[src/rtl/mem_stage.sv]
// Memory-access stage: drives a multi-cycle req/ack data memory from EX/MEM,
// stalls the front of the pipe until the access completes, and registers the
// MEM/WB write-back outputs. Halts on dump, misaligned access or memory timeout.
module mem_stage #(
   parameter int unsigned DATA_W  = 16,
   parameter int unsigned TIMEOUT = 64
) (
   input  logic              clk,
   input  logic              rst,
   input  logic [DATA_W-1:0] result_in,
   input  logic [DATA_W-1:0] B_in,
   input  logic              mem_write_in,
   input  logic              mem_to_reg_in,
   input  logic              reg_write_in,
   input  logic [2:0]        reg_wr_sel_in,
   input  logic              dump_in,
   output logic              mem_req,
   output logic              mem_wr,
   output logic [DATA_W-1:0] mem_addr,
   output logic [DATA_W-1:0] mem_wdata,
   input  logic [DATA_W-1:0] mem_rdata,
   input  logic              mem_ack,
   output logic              stall,
   output logic [DATA_W-1:0] wb_data_out,
   output logic [2:0]        reg_wr_sel_out,
   output logic              reg_write_out,
   output logic              halt_out,
   output logic              err_align,
   output logic              err_timeout
);

   localparam int unsigned CntW = (TIMEOUT > 1) ? $clog2(TIMEOUT) : 1;
   localparam logic [CntW-1:0] CntLast = CntW'(TIMEOUT - 1);

   typedef enum logic [1:0] {StIdle, StBusy, StHalted} state_e;

   state_e            state_q;
   logic [CntW-1:0]   cnt_q;

   // Request fields captured when a multi-cycle access starts
   logic [DATA_W-1:0] addr_q;
   logic [DATA_W-1:0] wdata_q;
   logic              wr_q;
   logic              m2r_q;
   logic              regw_q;
   logic [2:0]        sel_q;

   // MEM/WB registers and sticky status
   logic [DATA_W-1:0] wb_data_q;
   logic [2:0]        wb_sel_q;
   logic              wb_regw_q;
   logic              halt_q;
   logic              err_align_q;
   logic              err_timeout_q;

   logic access;
   logic mis;
   logic start;
   logic busy;

   // Request decode and combinational memory/stall outputs
   always_comb begin
      access    = mem_write_in | mem_to_reg_in;
      mis       = access & result_in[0];
      start     = (state_q == StIdle) & access & ~mis & ~dump_in;
      busy      = (state_q == StBusy);
      mem_req   = start | busy;
      mem_wr    = busy ? wr_q    : mem_write_in;
      mem_addr  = busy ? addr_q  : result_in;
      mem_wdata = busy ? wdata_q : B_in;
      stall     = mem_req & ~mem_ack;
   end

   // FSM, request latch, timeout counter and registered MEM/WB outputs
   always_ff @(posedge clk or negedge rst) begin
      if (!rst) begin
         state_q       <= StIdle;
         cnt_q         <= '0;
         addr_q        <= '0;
         wdata_q       <= '0;
         wr_q          <= 1'b0;
         m2r_q         <= 1'b0;
         regw_q        <= 1'b0;
         sel_q         <= '0;
         wb_data_q     <= '0;
         wb_sel_q      <= '0;
         wb_regw_q     <= 1'b0;
         halt_q        <= 1'b0;
         err_align_q   <= 1'b0;
         err_timeout_q <= 1'b0;
      end else begin
         unique case (state_q)
            StIdle: begin
               if (dump_in) begin
                  // Dump wins over any access in the same instruction
                  wb_regw_q <= 1'b0;
                  halt_q    <= 1'b1;
                  state_q   <= StHalted;
               end else if (mis) begin
                  wb_regw_q   <= 1'b0;
                  err_align_q <= 1'b1;
                  halt_q      <= 1'b1;
                  state_q     <= StHalted;
               end else if (access) begin
                  addr_q  <= result_in;
                  wdata_q <= B_in;
                  wr_q    <= mem_write_in;
                  m2r_q   <= mem_to_reg_in;
                  regw_q  <= reg_write_in;
                  sel_q   <= reg_wr_sel_in;
                  if (mem_ack) begin
                     // Zero-stall completion
                     wb_data_q <= mem_to_reg_in ? mem_rdata : result_in;
                     wb_sel_q  <= reg_wr_sel_in;
                     wb_regw_q <= reg_write_in;
                  end else begin
                     wb_regw_q <= 1'b0;
                     cnt_q     <= '0;
                     state_q   <= StBusy;
                  end
               end else begin
                  wb_data_q <= result_in;
                  wb_sel_q  <= reg_wr_sel_in;
                  wb_regw_q <= reg_write_in;
               end
            end
            StBusy: begin
               if (mem_ack) begin
                  wb_data_q <= m2r_q ? mem_rdata : addr_q;
                  wb_sel_q  <= sel_q;
                  wb_regw_q <= regw_q;
                  state_q   <= StIdle;
               end else begin
                  wb_regw_q <= 1'b0;
                  if (cnt_q == CntLast) begin
                     err_timeout_q <= 1'b1;
                     halt_q        <= 1'b1;
                     state_q       <= StHalted;
                  end else begin
                     cnt_q <= cnt_q + CntW'(1);
                  end
               end
            end
            StHalted: begin
               wb_regw_q <= 1'b0;
            end
            default: begin
               wb_regw_q <= 1'b0;
               state_q   <= StHalted;
            end
         endcase
      end
   end

   assign wb_data_out    = wb_data_q;
   assign reg_wr_sel_out = wb_sel_q;
   assign reg_write_out  = wb_regw_q;
   assign halt_out       = halt_q;
   assign err_align      = err_align_q;
   assign err_timeout    = err_timeout_q;

endmodule
[config.mk]
export PLATFORM = sky130hd
export DESIGN_NAME = mem_stage
export DESIGN_NICKNAME = d
export VERILOG_FILES = /design/src/rtl/mem_stage.sv
export SDC_FILE = /design/constraint.sdc
export NUM_CORES = 1
export LEC_CHECK = 0
export ABC_AREA = 1
export BUFFER_PORTS_ARGS = -buffer_cell sky130_fd_sc_hd__buf_2
export CELL_PAD_IN_SITES_DETAIL_PLACEMENT = 0
export CELL_PAD_IN_SITES_GLOBAL_PLACEMENT = 2
export CORE_ASPECT_RATIO = 1.25
export CORE_MARGIN = 2
export CORE_UTILIZATION = 25
export DETAILED_ROUTE_END_ITERATION = 8
export GPL_TIMING_DRIVEN = 0
export PLACE_DENSITY_LB_ADDON = 0.1
export SKIP_CTS_REPAIR_TIMING = 1
export SLEW_MARGIN = 20
export SYNTH_ARGS = -nofsm -noshare
export SYNTH_HDL_FRONTEND = slang
export SYNTH_SLANG_ARGS = --single-unit
[constraint.sdc]
create_clock -name clk -period 1.65 [get_ports clk]
set_input_delay 0.33 -clock clk [delete_from_list [all_inputs] [get_ports clk]]
set_output_delay 0.33 -clock clk [all_outputs]
set_load 0.01 [all_outputs]
==> out/qor.txt, run 1 <==
path type of the worst min-delay path = in2reg
first-pass GRT wire length = 20.3 mm
failing checks = negative setup slack
layout cells sized above 1 = 37.1%
crit end category = output port
Main synth FF type = dfrtp_1
Setup WS post-layout = -0.297 ns
CTS Sinks = 69
met1 usage = 20.7%
VDD IR max = 0.350 mV
CP arrival = 1.62 ns
RSZ-0062 raised after global routing = yes
Mapped Avg Cell Area = 7.35 um^2
CP Data Required Time = 1.32 ns
Post-Place Cells = 814
ys async rst share = 100%
largest fanout on the critical path = 8
met3 Use GR = 3.55%
Final Hold Fails = 0
GR Util met2 = 27.5%
most common cell after layout, fill and taps aside = buf_2
count of pins over their slew limit = 0
Final nets = 725
clk root buf = clkbuf_16
GRT Total Usage = 16.2%
routability cong. = 0.728
status = finished, violations left
die height = 142 um
IO Pins = 116
Sequential Power Share = 39.9%
Mapped Cells = 516
total power = 0.00433 W
number of global-route vias before repair = 3740
1st-iter DRT viols = 170
hpwl dp = 9.32 mm
commonest cells after routing, fill and taps aside = 116 x buf_2, 101 x nand2_1, 67 x nor2_1, 67 x dfrtp_1
core area = 0.0149 mm^2
drt wl/cell = 15.4 um
grt peak-use layer = met2
drt total wl = 13.2 mm
Internal Dissipation = 0.00327 W
crit path from = state_q[1]
# setup viols final = 35
number of fill cells in the layout = 1650
Clock Latency Late Sink = 0.34 ns
Synthesis Warnings = 0
clock share of power = 50.5%
Starting Density = 25.5%
vias per inst = 4.58
Lkg Pwr = 2.81 nW
pin count of the biggest net entering global routing = 45
Syn Nets = 575
CTS Buffer Depth = 2
area occupied by multi-input gates = 0.00192 mm^2
transition time at the pin with the least slew margin = 0.579 ns
H-Tree Depth = 3
Switching Share = 24.5%
Clock Skews = 0.00569 ns
EDFF count, synth = 0
power per cell area = 782 mW/mm^2
fin cells = 853
final worst path period share = 118%
DR pass1 iterations = 4
Max Cap Viol = 0
Logic pwr share = 9.5%
crit path launch type = register
Post-Syn Area = 0.00379 mm^2
Crit Path Class = reg2out
Congestion Overflow GR = 0
Seq/Total Area, Yosys = 45.5%
Clock Pin Slew Worst Setup and Hold Paths = 0.06 ns
Synth Register Bits = 69
initial antenna violation count = 1
I/O Buffers = 115
reg-to-reg startpoint = state_q[0]
Rows = 50
fin util = 37.2%
Synth cell types = 29
antenna-violating nets left = 0
Psw = 0.00106 W
max frequency = 514 MHz
Post-Place Cell Area = 0.00462 mm^2
CTS tree = done
Area Overhead vs Synth = 46.2%
routed vias = 3910
diode count = 0
Worst slew margin = 61.4%
drc violations = 0
min-delay src = reg_wr_sel_in[0]
Reg area = 0.00173 mm^2
minimum clock period = 1.95 ns
CTS buffer count = 9
design area = 0.00554 mm^2
Die Width = 114 um
Die Area = 0.0162 mm^2
-- power by group through the flow --
stage                     sequential, W  clock, W  combinational [W]
final                           0.00173   0.00219           0.000413
after CTS                       0.00173   0.00225           0.000394
after floorplan                 0.00178         0           0.000149
after global placement          0.00176         0           0.000382
after global routing            0.00173   0.00233           0.000463
after detailed placement        0.00176         0           0.000393
-- cell type report --
cell class	count	area share [%]
Inverter	54	3.70
Clock inverter	6	1.72
Sequential cell	69	31.2
Multi-Input combinational cell	365	34.7
Buffer	27	5.01
Tap cell	182	4.11
Timing Repair Buffer	140	15.2
Clock buffer	10	4.31
-- Yosys cell counts (2+ instances only) --
cell type / n / area [um^2]
o21ai_1: 20 / 100
clkbuf_1: 8 / 30.0
buf_2: 13 / 65.1
buf_4: 2 / 15.0
nand4_1: 2 / 12.5
a21oi_1: 17 / 85.1
o21ai_0: 84 / 420
dfrtp_1: 69 / 1730
o211ai_1: 16 / 120
o21bai_1: 2 / 15.0
nor2_1: 69 / 259
nand2_2: 4 / 25.0
nor2_2: 2 / 12.5
nand2_1: 128 / 480
buf_6: 3 / 33.8
inv_1: 53 / 199
nand3_1: 6 / 30.0
xor2_1: 2 / 17.5
nor2_4: 2 / 22.5
o21ai_2: 5 / 43.8
-- layer usage --
layer | wire length [um] | share of wire, %
met5 | 13 | 0.099
met4 | 135 | 1.0
met3 | 667 | 5.1
met2 | 6440 | 49
met1 | 5900 | 45
-- stage by stage --
step                setup WS, ns  hold slack (ns)  TNS, ns
global route              -0.354            0.220   -11.39
finish                    -0.297            0.222    -8.75
floorplan                 0.0854           0.0344        0
detailed placement        -0.567            0.285   -17.76
global placement          -0.571            0.459   -37.06
CTS                       -0.935          -0.0770   -28.27
-- worst max-delay path: stages, from the launching register on --
cell	delay, ns
dfrtp_1	0.43
inv_2	0.11
nand2_4	0.08
inv_4	0.08
buf_12	0.15
clkbuf_16	0.16
nand2_2	0.05
o21ai_2	0.07
buf_2	0.15
-- path summary, 6_finish.rpt --
kind | slack, ns | endpoint | cells after the start
worst max-delay path | -0.30 | mem_addr[10] | 8
worst min-delay path | 0.22 | sel_q[0] | 3
worst max register to register | 0.07 | wb_data_out[6] | 8
worst min register to register | 0.46 | err_timeout | 1
max in group asynchronous | 0.60 | state_q[0] | 3
min in group asynchronous | 0.46 | addr_q[11] | 2
-- flip-flops by register name, indices dropped and copies added, names as in the netlist, 2 cells and up --
signal,flops
wb_data_out,16
cnt_q,6
sel_q,3
wdata_q,16
state_q,2
reg_wr_sel_out,3
addr_q,16
-- cell families (layout without fill, tap and decap cells) --
kind of cell    count (synthesis)  after routing  synth area share (%)
simple gates                  214            214                  22.4
flops                          69             69                  45.5
fa+ha+maj                       1              1                 0.330
xor+xnor                        2              2                 0.462
buf+inv                        82            237                  9.37
compound gates                148            148                  21.9
Note: power is estimated with default switching activity, not from simulation.
==> inputs of run 2 (changes only) <==
--- a/config.mk
+++ b/config.mk
@@ -11,7 +11,7 @@
 export CELL_PAD_IN_SITES_GLOBAL_PLACEMENT = 2
 export CORE_ASPECT_RATIO = 1.25
 export CORE_MARGIN = 2
-export CORE_UTILIZATION = 25
+export CORE_UTILIZATION = 28
 export DETAILED_ROUTE_END_ITERATION = 8
 export GPL_TIMING_DRIVEN = 0
 export PLACE_DENSITY_LB_ADDON = 0.1
==> out/qor.txt, run 2 (synthesis results as in run 1) <==
Worst slew margin = 59.3%
Setup WS post-layout = -0.276 ns
Reg area = 0.00173 mm^2
Max Cap Viol = 0
VDD IR max = 0.379 mV
CTS tree = done
initial antenna violation count = 0
crit end category = output port
Clock Latency Late Sink = 0.33 ns
Die Area = 0.0145 mm^2
CTS Sinks = 69
antenna-violating nets left = 0
worst path cell trace = inv_2 -> nand2_4 -> clkinv_4 -> buf_12 -> buf_12 -> o21ai_2 -> buf_2
number of fill cells in the layout = 1414
die height = 134 um
critical path's most frequent cell = buf_12
final worst path period share = 117%
1st-iter DRT viols = 160
I/O Buffers = 115
H-Tree Depth = 3
drt total wl = 12.8 mm
Area Overhead vs Synth = 47.6%
IO Pins = 116
CTS buffer count = 9
drt wl/cell = 15.2 um
Congestion Overflow GR = 0
setup TNS = -8.61 ns
commonest cells after routing, fill and taps aside = 114 x buf_2, 102 x nand2_1, 68 x nor2_1
CTS Buffer Depth = 2
drc violations = 0
status = finished, violations left
hpwl dp = 8.89 mm
pin count of the biggest net entering global routing = 53
count of pins over their slew limit = 0
Clock Skews = 0.00518 ns
path type of the worst min-delay path = in2reg
failing checks = negative setup slack
CP Data Required Time = 1.32 ns
core area = 0.0132 mm^2
design area = 0.00560 mm^2
Clock Pin Slew Worst Setup and Hold Paths = 0.06 ns
GRT Total Usage = 17.7%
RSZ-0062 raised after global routing = yes
power per cell area = 711 mW/mm^2
diode count = 0
Final nets = 724
clk root buf = clkbuf_16
layout cells sized above 1 = 36.3%
number of global-route vias before repair = 3846
transition time at the pin with the least slew margin = 0.611 ns
minimum clock period = 1.93 ns
fin util = 42.3%
Post-Place Cell Area = 0.00461 mm^2
post-place setup slack = -0.497 ns
routability cong. = 0.773
# setup viols final = 35
area occupied by multi-input gates = 0.00196 mm^2
first-pass GRT wire length = 19.7 mm
DR pass1 iterations = 4
total power = 0.00398 W
Lkg Pwr = 2.84 nW
most common cell after layout, fill and taps aside = buf_2
crit path launch type = register
Die Width = 108 um
slowest cell on the critical path = dfrtp_1
Rows = 47
largest fanout on the critical path = 10
max frequency = 519 MHz
vias per inst = 4.62
Final Hold Fails = 0
delay of the slowest critical-path stage = 0.40 ns
routed vias = 3884
Starting Density = 28.7%
CP arrival = 1.60 ns
Crit Path Class = reg2out
run 2: cell type report:
type                            instances  share of cell area (%)
Inverter                               54                    3.71
Timing Repair Buffer                  140                    16.5
Sequential cell                        69                    30.9
Clock buffer                           15                    4.78
Tap cell                              171                    3.82
Clock inverter                          1                  0.0894
Multi-Input combinational cell        365                    35.0
Buffer                                 26                    5.19
run 2: critical path, delay by kind of cell, from the launching register on:
kind	cells	cell delay [ns]
buf+inv	5	0.62
compound gates	1	0.13
flops	1	0.40
simple gates	1	0.11
run 2: report_power, final:
part | leakage [nW] | internal (W) | total, W | switching [W]
clock network | 0.134 | 0.00110 | 0.00183 | 0.000731
registers | 0.906 | 0.00172 | 0.00173 | 0.0000122
logic | 1.80 | 0.000177 | 0.000416 | 0.000239
total | 2.84 | 0.00300 | 0.00398 | 0.000982
run 2: final timing paths:
kind,end,slack [ns],depth (start not counted),startpoint
worst max register to register,wdata_q[6],0.07,9,state_q[1]
worst min register to register,err_timeout,0.47,1,err_timeout
min in group asynchronous,wb_data_out[14],0.42,2,rst
worst min-delay path,regw_q,0.22,3,reg_write_in
max in group asynchronous,state_q[0],0.63,3,rst
worst max-delay path,mem_addr[15],-0.28,7,state_q[1]
run 2: metrics by stage:
stage / hold slack (ns) / instances
after floorplan: 0.0344 / 516
after detailed placement: 0.239 / 803
after CTS: -0.121 / 819
final: 0.216 / 841
after global routing: 0.241 / 841
after global placement: 0.454 / 802
run 2: routing by layer:
metal / global-route usage, % / part of all wire [%]
met1: 22.1 / 43
met4: 6.13 / 1.5
met2: 30.7 / 51
met3: 2.72 / 4.4
met5: 0 / 0
==> inputs of run 3 (changes only) <==
--- a/config.mk
+++ b/config.mk
@@ -11,7 +11,7 @@
 export CELL_PAD_IN_SITES_GLOBAL_PLACEMENT = 2
 export CORE_ASPECT_RATIO = 1.25
 export CORE_MARGIN = 2
-export CORE_UTILIZATION = 28
+export CORE_UTILIZATION = 30
 export DETAILED_ROUTE_END_ITERATION = 8
 export GPL_TIMING_DRIVEN = 0
 export PLACE_DENSITY_LB_ADDON = 0.1
==> constraint.sdc (replaced) <==
create_clock -name clk -period 2.35 [get_ports clk]
set_input_delay 0.47 -clock clk [delete_from_list [all_inputs] [get_ports clk]]
set_output_delay 0.47 -clock clk [all_outputs]
set_load 0.01 [all_outputs]
==> out/qor.txt, run 3 (synthesis results as in run 1) <==
status = complete, no violations
CP arrival = 1.81 ns
hpwl dp = 8.60 mm
die height = 130 um
power per cell area = 562 mW/mm^2
Lkg Pwr = 2.46 nW
initial antenna violation count = 0
CP Data Required Time = 1.88 ns
GRT Total Usage = 18.2%
vias per inst = 4.71
crit path from = state_q[0]
Rows = 45
final worst path period share = 96.9%
reg-to-reg startpoint = m2r_q
Clock Latency Late Sink = 0.33 ns
number of fill cells in the layout = 1347
CTS buffer count = 9
crit path launch type = register
# setup viols final = 0
most common cell after layout, fill and taps aside = nand2_1
diode count = 0
drt wl/cell = 14.5 um
transition time at the pin with the least slew margin = 0.582 ns
largest fanout on the critical path = 10
design area = 0.00491 mm^2
met3 WL = 693 um
commonest cells after routing, fill and taps aside = 128 x nand2_1, 121 x buf_2, 74 x o21ai_0
Area Overhead vs Synth = 29.6%
Starting Density = 31.0%
H-Tree Depth = 3
drt total wl = 11.8 mm
Die Area = 0.0136 mm^2
number of global-route vias before repair = 3812
1st-iter DRT viols = 188
clk root buf = clkbuf_16
CTS tree = done
core area = 0.0122 mm^2
first-pass GRT wire length = 19.2 mm
layout cells sized above 1 = 26.6%
Setup WS post-layout = 0.0733 ns
antenna-violating nets left = 0
path type of the worst min-delay path = in2async
max frequency = 439 MHz
drc violations = 0
Clock Pin Slew Worst Setup and Hold Paths = 0.05 ns
Final nets = 701
Crit Path Class = reg2out
count of pins over their slew limit = 0
top sig layer = met4
routed vias = 3816
fin util = 40.2%
metal2 WL = 5.83 mm
VDD IR max = 0.289 mV
CTS Buffer Depth = 2
minimum clock period = 2.28 ns
Die Width = 105 um
total power = 0.00276 W
routability cong. = 0.780
Final Hold Fails = 0
Reg2Reg Setup Slack = 0.66 ns
RSZ-0062 raised after global routing = yes
pin count of the biggest net entering global routing = 50
Congestion Overflow GR = 0
IO Pins = 116
Max Cap Viol = 0
DR pass1 iterations = 5
post-place setup slack = 0.0675 ns
crit end category = output port
I/O Buffers = 115
M1 WL = 5.14 mm
Post-Place Cell Area = 0.00460 mm^2
CTS Sinks = 69
Clock Skews = 0.00362 ns
Worst slew margin = 61.2%
[run 3: changes by cell type in the layout (fill, tap and decap cells not counted), moves of 5 or more]
cell and change:
buf_12 -5, buf_2 +7, buf_4 -13, buf_8 -6, clkbuf_16 -6, nand2_1 +26
nand2_2 -16, nand2_4 -10, o21ai_0 +23, o21ai_2 -16
[run 3: worst max-delay path, cell delays in order (launching register included)]
cell and delay, ns:
dfrtp_2 0.46, nand2_2 0.15, inv_1 0.08, clkbuf_4 0.20, clkbuf_4 0.22, o21ai_1 0.20, buf_2 0.16
[run 3: metal layers]
metal,track usage [%],vias to the layer above
met1,23.4,1778
met5,0,-
li1,-,1917
met4,5.33,0
met3,3.72,9
met2,30.9,112
[run 3: worst paths after layout]
path                                   endpoint  cells past startpoint
worst max-delay path                mem_addr[7]                      6
worst min-delay path            wb_data_out[13]                      1
worst max register to register   wb_data_out[7]                      6
worst min register to register      err_timeout                      1
max in group asynchronous            state_q[0]                      2
min in group clk                         regw_q                      3
[run 3: report_power, final]
part	total, W	leakage (nW)	internal, W	switching [W]
clock	0.00128	0.138	0.000766	0.000513
combinational	0.000269	1.42	0.000111	0.000157
sequential	0.00122	0.907	0.00121	0.00000857
total	0.00276	2.46	0.00208	0.000679
[run 3: area by class of cell]
cell class | count | area [um^2] | share of cell area, %
Multi-Input combinational cell | 365 | 1710 | 34.9
Clock buffer | 12 | 256 | 5.22
Timing Repair Buffer | 116 | 606 | 12.3
Clock inverter | 4 | 22.5 | 0.458
Inverter | 54 | 203 | 4.12
Buffer | 27 | 181 | 3.69
Sequential cell | 69 | 1730 | 35.2
Tap cell | 164 | 205 | 4.18
[run 3: stage by stage]
| step | TNS [ns] | hold slack [ns] | instances |
|---|---|---|---|
| 3_5_place_dp | 0 | 0.392 | 796 |
| 3_3_place_gp | 0 | 0.453 | 795 |
| 4_1_cts | -5.98 | 0.0387 | 812 |
| 6_report | 0 | 0.0283 | 811 |
| 2_1_floorplan | 0 | 0.174 | 516 |
| 5_1_grt | -0.0533 | 0.0521 | 811 |
